[src/rtl/imem_loader.sv]
// ---------------------------------------------------------------------------
// imem_loader
//
// Purpose:
//   Writer side of the instruction-memory port. Receives a program image from
//   a host byte channel (UART RX / debug FIFO) and writes it word by word into
//   imem. The frame is a little-endian 16-bit word count N followed by N*4
//   data bytes, each word little-endian (first byte lands in [7:0]). While a
//   load is running the CPU is held in reset through cpu_hold. done is raised
//   once the whole image is written.
//
// Ports:
//   clk, rst     system clock, asynchronous active-high reset
//   start        1-cycle pulse that arms a new load from IDLE, DONE or ERROR
//   byte_valid   host byte present on byte_data
//   byte_data    host byte
//   byte_ready   loader takes byte_data this cycle (transfer = valid && ready)
//   imem_we      imem write strobe, one cycle per word
//   imem_addr    imem word address (meaningful only while imem_we is high)
//   imem_wdata   assembled word     (meaningful only while imem_we is high)
//   cpu_hold     OR into the CPU reset; high while a load is in progress
//   busy         load in progress
//   done         level, image fully written
//   error        level, header word count exceeds imem capacity
//   word_count   words written so far in the current load
// ---------------------------------------------------------------------------
module imem_loader #(
    parameter int DATA_WIDTH = 32,
    parameter int BUS_WIDTH  = 10,
    parameter int LEN_WIDTH  = 16
) (
    input  logic                  clk,
    input  logic                  rst,
    input  logic                  start,
    input  logic                  byte_valid,
    input  logic [7:0]            byte_data,
    output logic                  byte_ready,
    output logic                  imem_we,
    output logic [BUS_WIDTH-1:0]  imem_addr,
    output logic [DATA_WIDTH-1:0] imem_wdata,
    output logic                  cpu_hold,
    output logic                  busy,
    output logic                  done,
    output logic                  error,
    output logic [LEN_WIDTH-1:0]  word_count
);

    typedef enum logic [2:0] {
        S_IDLE,
        S_LEN_LO,
        S_LEN_HI,
        S_DATA,
        S_WRITE,
        S_DONE,
        S_ERROR
    } state_t;

    // One extra bit so that a full-capacity image (N == 2**BUS_WIDTH) is
    // representable in the comparison even when BUS_WIDTH == LEN_WIDTH.
    localparam logic [LEN_WIDTH:0] CAPACITY = (LEN_WIDTH+1)'(1) << BUS_WIDTH;

    state_t                state_q, state_d;
    logic [LEN_WIDTH-1:0]  len_q, len_d;
    logic [LEN_WIDTH-1:0]  new_len;
    logic [1:0]            idx_q, idx_d;
    logic [DATA_WIDTH-1:0] word_q, word_d;
    logic [LEN_WIDTH-1:0]  word_count_q, word_count_d;
    logic [BUS_WIDTH-1:0]  imem_addr_q, imem_addr_d;
    logic [DATA_WIDTH-1:0] imem_wdata_q, imem_wdata_d;
    logic                  byte_ready_q, byte_ready_d;
    logic                  imem_we_q, imem_we_d;
    logic                  cpu_hold_q, cpu_hold_d;
    logic                  busy_q, busy_d;
    logic                  done_q, done_d;
    logic                  error_q, error_d;
    logic                  xfer;

    // Next-state logic. All status outputs are decoded from the next state so
    // that, once registered, they line up exactly with the state they describe.
    // byte_ready is registered too, so a transfer is judged against the value
    // the host saw during this cycle.
    always_comb begin
        state_d      = state_q;
        len_d        = len_q;
        idx_d        = idx_q;
        word_d       = word_q;
        word_count_d = word_count_q;
        imem_addr_d  = imem_addr_q;
        imem_wdata_d = imem_wdata_q;
        xfer         = byte_valid && byte_ready_q;
        new_len      = len_q;
        new_len[15:8] = byte_data;

        case (state_q)
            S_IDLE, S_DONE, S_ERROR: begin
                if (start) begin
                    state_d      = S_LEN_LO;
                    word_count_d = '0;
                    idx_d        = '0;
                    len_d        = '0;
                end
            end
            S_LEN_LO: begin
                if (xfer) begin
                    len_d[7:0] = byte_data;
                    state_d    = S_LEN_HI;
                end
            end
            S_LEN_HI: begin
                if (xfer) begin
                    len_d = new_len;
                    idx_d = '0;
                    if (new_len == '0) begin
                        state_d = S_DONE;
                    end else if ({1'b0, new_len} > CAPACITY) begin
                        state_d = S_ERROR;
                    end else begin
                        state_d = S_DATA;
                    end
                end
            end
            S_DATA: begin
                if (xfer) begin
                    word_d[{idx_q, 3'b000} +: 8] = byte_data;
                    idx_d = idx_q + 2'd1;
                    // The write address and data are latched here so the
                    // strobe cycle presents a stable, complete word.
                    if (idx_q == 2'd3) begin
                        state_d      = S_WRITE;
                        imem_addr_d  = word_count_q[BUS_WIDTH-1:0];
                        imem_wdata_d = word_d;
                    end
                end
            end
            S_WRITE: begin
                word_count_d = word_count_q + LEN_WIDTH'(1);
                idx_d        = '0;
                if (word_count_d == len_q) begin
                    state_d = S_DONE;
                end else begin
                    state_d = S_DATA;
                end
            end
            default: begin
                state_d = S_IDLE;
            end
        endcase

        byte_ready_d = (state_d == S_LEN_LO) || (state_d == S_LEN_HI) ||
                       (state_d == S_DATA);
        busy_d       = byte_ready_d || (state_d == S_WRITE);
        cpu_hold_d   = busy_d;
        imem_we_d    = (state_d == S_WRITE);
        done_d       = (state_d == S_DONE);
        error_d      = (state_d == S_ERROR);
    end

    // State and output registers; reset leaves imem contents alone since the
    // loader only ever drives the write port.
    always_ff @(posedge clk or posedge rst) begin
        if (rst) begin
            state_q      <= S_IDLE;
            len_q        <= '0;
            idx_q        <= '0;
            word_q       <= '0;
            word_count_q <= '0;
            imem_addr_q  <= '0;
            imem_wdata_q <= '0;
            byte_ready_q <= 1'b0;
            imem_we_q    <= 1'b0;
            cpu_hold_q   <= 1'b0;
            busy_q       <= 1'b0;
            done_q       <= 1'b0;
            error_q      <= 1'b0;
        end else begin
            state_q      <= state_d;
            len_q        <= len_d;
            idx_q        <= idx_d;
            word_q       <= word_d;
            word_count_q <= word_count_d;
            imem_addr_q  <= imem_addr_d;
            imem_wdata_q <= imem_wdata_d;
            byte_ready_q <= byte_ready_d;
            imem_we_q    <= imem_we_d;
            cpu_hold_q   <= cpu_hold_d;
            busy_q       <= busy_d;
            done_q       <= done_d;
            error_q      <= error_d;
        end
    end

    assign byte_ready = byte_ready_q;
    assign imem_we    = imem_we_q;
    assign imem_addr  = imem_addr_q;
    assign imem_wdata = imem_wdata_q;
    assign cpu_hold   = cpu_hold_q;
    assign busy       = busy_q;
    assign done       = done_q;
    assign error      = error_q;
    assign word_count = word_count_q;

endmodule

[config.mk]
export PLATFORM = sky130hd
export DESIGN_NAME = imem_loader
export DESIGN_NICKNAME = d
export VERILOG_FILES = /design/src/rtl/imem_loader.sv
export SDC_FILE = /design/constraint.sdc
export NUM_CORES = 1
export LEC_CHECK = 0
export ABC_CLOCK_PERIOD_IN_PS = 7030
export CAP_MARGIN = 20
export CORE_ASPECT_RATIO = 1.1
export CORE_MARGIN = 2
export CORE_UTILIZATION = 55
export CTS_CLUSTER_DIAMETER = 30
export DETAILED_ROUTE_END_ITERATION = 6
export PLACE_DENSITY = 0.8
export SLEW_MARGIN = 20
export SYNTH_ARGS = -nofsm -noshare
export SYNTH_HDL_FRONTEND = slang
export SYNTH_SLANG_ARGS = --single-unit
export TNS_END_PERCENT = 20
[constraint.sdc]
create_clock -name clk -period 7.03 [get_ports clk]
set_input_delay 0.703 -clock clk [delete_from_list [all_inputs] [get_ports clk]]
set_output_delay 0.703 -clock clk [all_outputs]
set_load 0.005 [all_outputs]
==> run metrics <==
RSZ-0062 raised after global routing=no; Routed Antenna Nets=0; Post-Syn Nets=626; later-pin clock latency in the skew report=0.41 ns; fin cells=816; worst-path fanout max=11; die width=102 µm; Max-slew headroom=35.1%; antenna violations before repair=0; Netlist Area Pre-Place=5750 µm²; Seq/Total Area, Yosys=50.5%; setup TNS=0 ns; row cnt=39; PwrDens=328 nW/µm²; cell count after synthesis=607; clock tree buffer depth=2; Worst Tran Pin Value=0.965 ns; Port Buf Inserts=75; placed cell count=787; vias after detailed routing=4865; #FFs+latches synth=116; DR iter-0 viols=296; Post-Route WL=14.3 mm; Final setup viols=0; Final #Nets=682; antenna diode count=0; multi-input logic area=2640 µm²; Worst IR Drop VDD=0.233 mV; CTS clk-pin slew, worst paths=0.05 ns; Final Hold Viols=0; Ys Warns=0; P_leak=3.08 nW; post-synth cell types=58; Post-Syn Area per Cell=9.48 µm²; commonest cells after routing, fill and taps aside=dfrtp_1, nand2_1, o21ai_0, clkdlybuf4s50_1, a21oi_1; Post-synth EDFFs=0; kind of critical path=reg -> reg; crit path setup slack, layout=3.92 ns; die area=11300 µm²; fin crit period=3.11 ns; Total Routing Usage GR=27.2%; Async S/R FF share, synth=100%; via/cell ratio=5.96; commonest non-fill, non-tap cell in the layout=dfrtp_1; critical path arrival=3.36 ns; I/O pin cnt=76; Die Span Y=111 µm; Core Box Area=10300 µm²; vias in the first global route=4881; Layout area overhead=23.4%; filler cell count=772; Max Transition Viols Final=0; Setup WS pre-CTS=3.70 ns; dpl cell area=6540 µm²; largest net degree at the start of global routing=63; share of cells above drive strength 1=8.02%; clk sink count=116; total grt overflow=0; CTS tree=built; clk_skew=0.00562 ns; Initial Util=55.9%; Worst Hold Class=reg -> reg; post-route cell area=7100 µm²; top_reg_cell synth=dfrtp_1; DRC viols=0; number of H-tree levels=4; register area=2900 µm²; first-pass GRT wire length=24.0 mm; startpoint types=register; DP Wirelength=9.38 mm; first-pass iteration count of the detailed router=5; period utilization=44.2%; Routability Congestion=0.902; max-cap violation count=0; cts bufs inserted=17; CTS root buffer=clkbuf_16; setup bufs post-CTS=0; CP required=7.29 ns; post-DR wirelength/cell=17.5 µm; status=complete, no violations; CTS Hold Bufs=0; max frequency=0.322 GHz; Crit. End Element=register; CTS resizes=0
Yosys cell counts (all sizes together) (6+ instances only):
master | count | area share, %
dfrtp | 116 | 50
nand2 | 95 | 6.2
o21ai | 78 | 6.8
a21oi | 46 | 4.0
nor2b | 34 | 3.7
a22o | 33 | 5.0
clkbuf | 32 | 2.1
nor2 | 21 | 1.4
nand3 | 16 | 1.6
xnor2 | 13 | 2.0
inv | 11 | 0.72
buf | 10 | 1.0
mux2 | 10 | 2.0
ha | 7 | 1.5
nor3 | 7 | 0.89
a31oi | 6 | 0.65
and2 | 6 | 0.65
nand2b | 6 | 0.65
nand4 | 6 | 0.76
layer usage:
layer  track usage (%)  vias up  wire (µm)
li1                  -     2244          -
met1              33.4     2363       5730
met2              44.7      219       7280
met3              6.18       39        806
met4              12.7        0        446
met5                 0        -          0
layout make-up:
type | instances | share of cell area (%)
Inverter | 11 | 0.617
Sequential cell | 116 | 40.9
Tap cell | 143 | 2.52
Multi-Input combinational cell | 438 | 37.2
Clock inverter | 5 | 0.705
Clock buffer | 24 | 7.07
Timing Repair Buffer | 79 | 11.0
through the flow:
| step | hold WS, ns | util, % | power (mW) |
|---|---|---|---|
| 3_5_place_dp | 0.469 | 63.5 | 1.52 |
| 3_3_place_gp | 0.471 | 63.5 | 1.49 |
| 5_1_grt | 0.503 | 68.9 | 2.45 |
| 6_report | 0.478 | 68.9 | 2.33 |
| 4_1_cts | 0.481 | 68.9 | 2.33 |
| 2_1_floorplan | 0.458 | - | 1.33 |
worst paths after layout:
check	from	endpoint	slack, ns	cells after the start
max	word_count[0]	busy	3.92	8
min	imem_wdata[31]	imem_wdata[31]	0.48	2
max reg2reg	word_count[0]	busy	3.92	8
min reg2reg	imem_wdata[31]	imem_wdata[31]	0.48	2
max in group asynchronous	rst	imem_wdata[12]	5.05	3
min in group asynchronous	rst	imem_addr[4]	0.80	2
registers in the layout, indices dropped and copies added, names as in the netlist:
| name | count |
|---|---|
| busy | 1 |
| byte_ready | 1 |
| done | 1 |
| error | 1 |
| idx_q | 2 |
| imem_addr | 10 |
| imem_wdata | 32 |
| imem_we | 1 |
| len_q | 16 |
| state_q | 3 |
| word_count | 16 |
| word_q | 32 |
report_power, final:
group | switching (mW) | internal, mW
combinational | 0.378 | 0.268
sequential | 0.115 | 0.765
clock | 0.280 | 0.523
total | 0.773 | 1.56
worst max-delay path, stage by stage (launching register included):
cell and delay (ns):
dfrtp_1 0.54, ha_1 0.39, nand4_1 0.21, nor4_1 0.57, mux2i_1 0.24, o211ai_1 0.11, or4_4 0.55, nor3_4 0.23
o21ai_1 0.11
logic make-up (layout without fill, tap and decap cells):
group | count (synthesis) | after routing | share of synthesized area (%)
and+or+nand+nor | 216 | 216 | 19.2
muxes | 14 | 14 | 2.65
AOI/OAI and AO/OA | 182 | 182 | 19.2
adders and majority gates | 7 | 7 | 1.52
xor gates and xnor gates | 19 | 19 | 3.13
buffers and inverters | 53 | 119 | 3.83
DFF | 116 | 116 | 50.5
(Power assumes the default switching activity.)
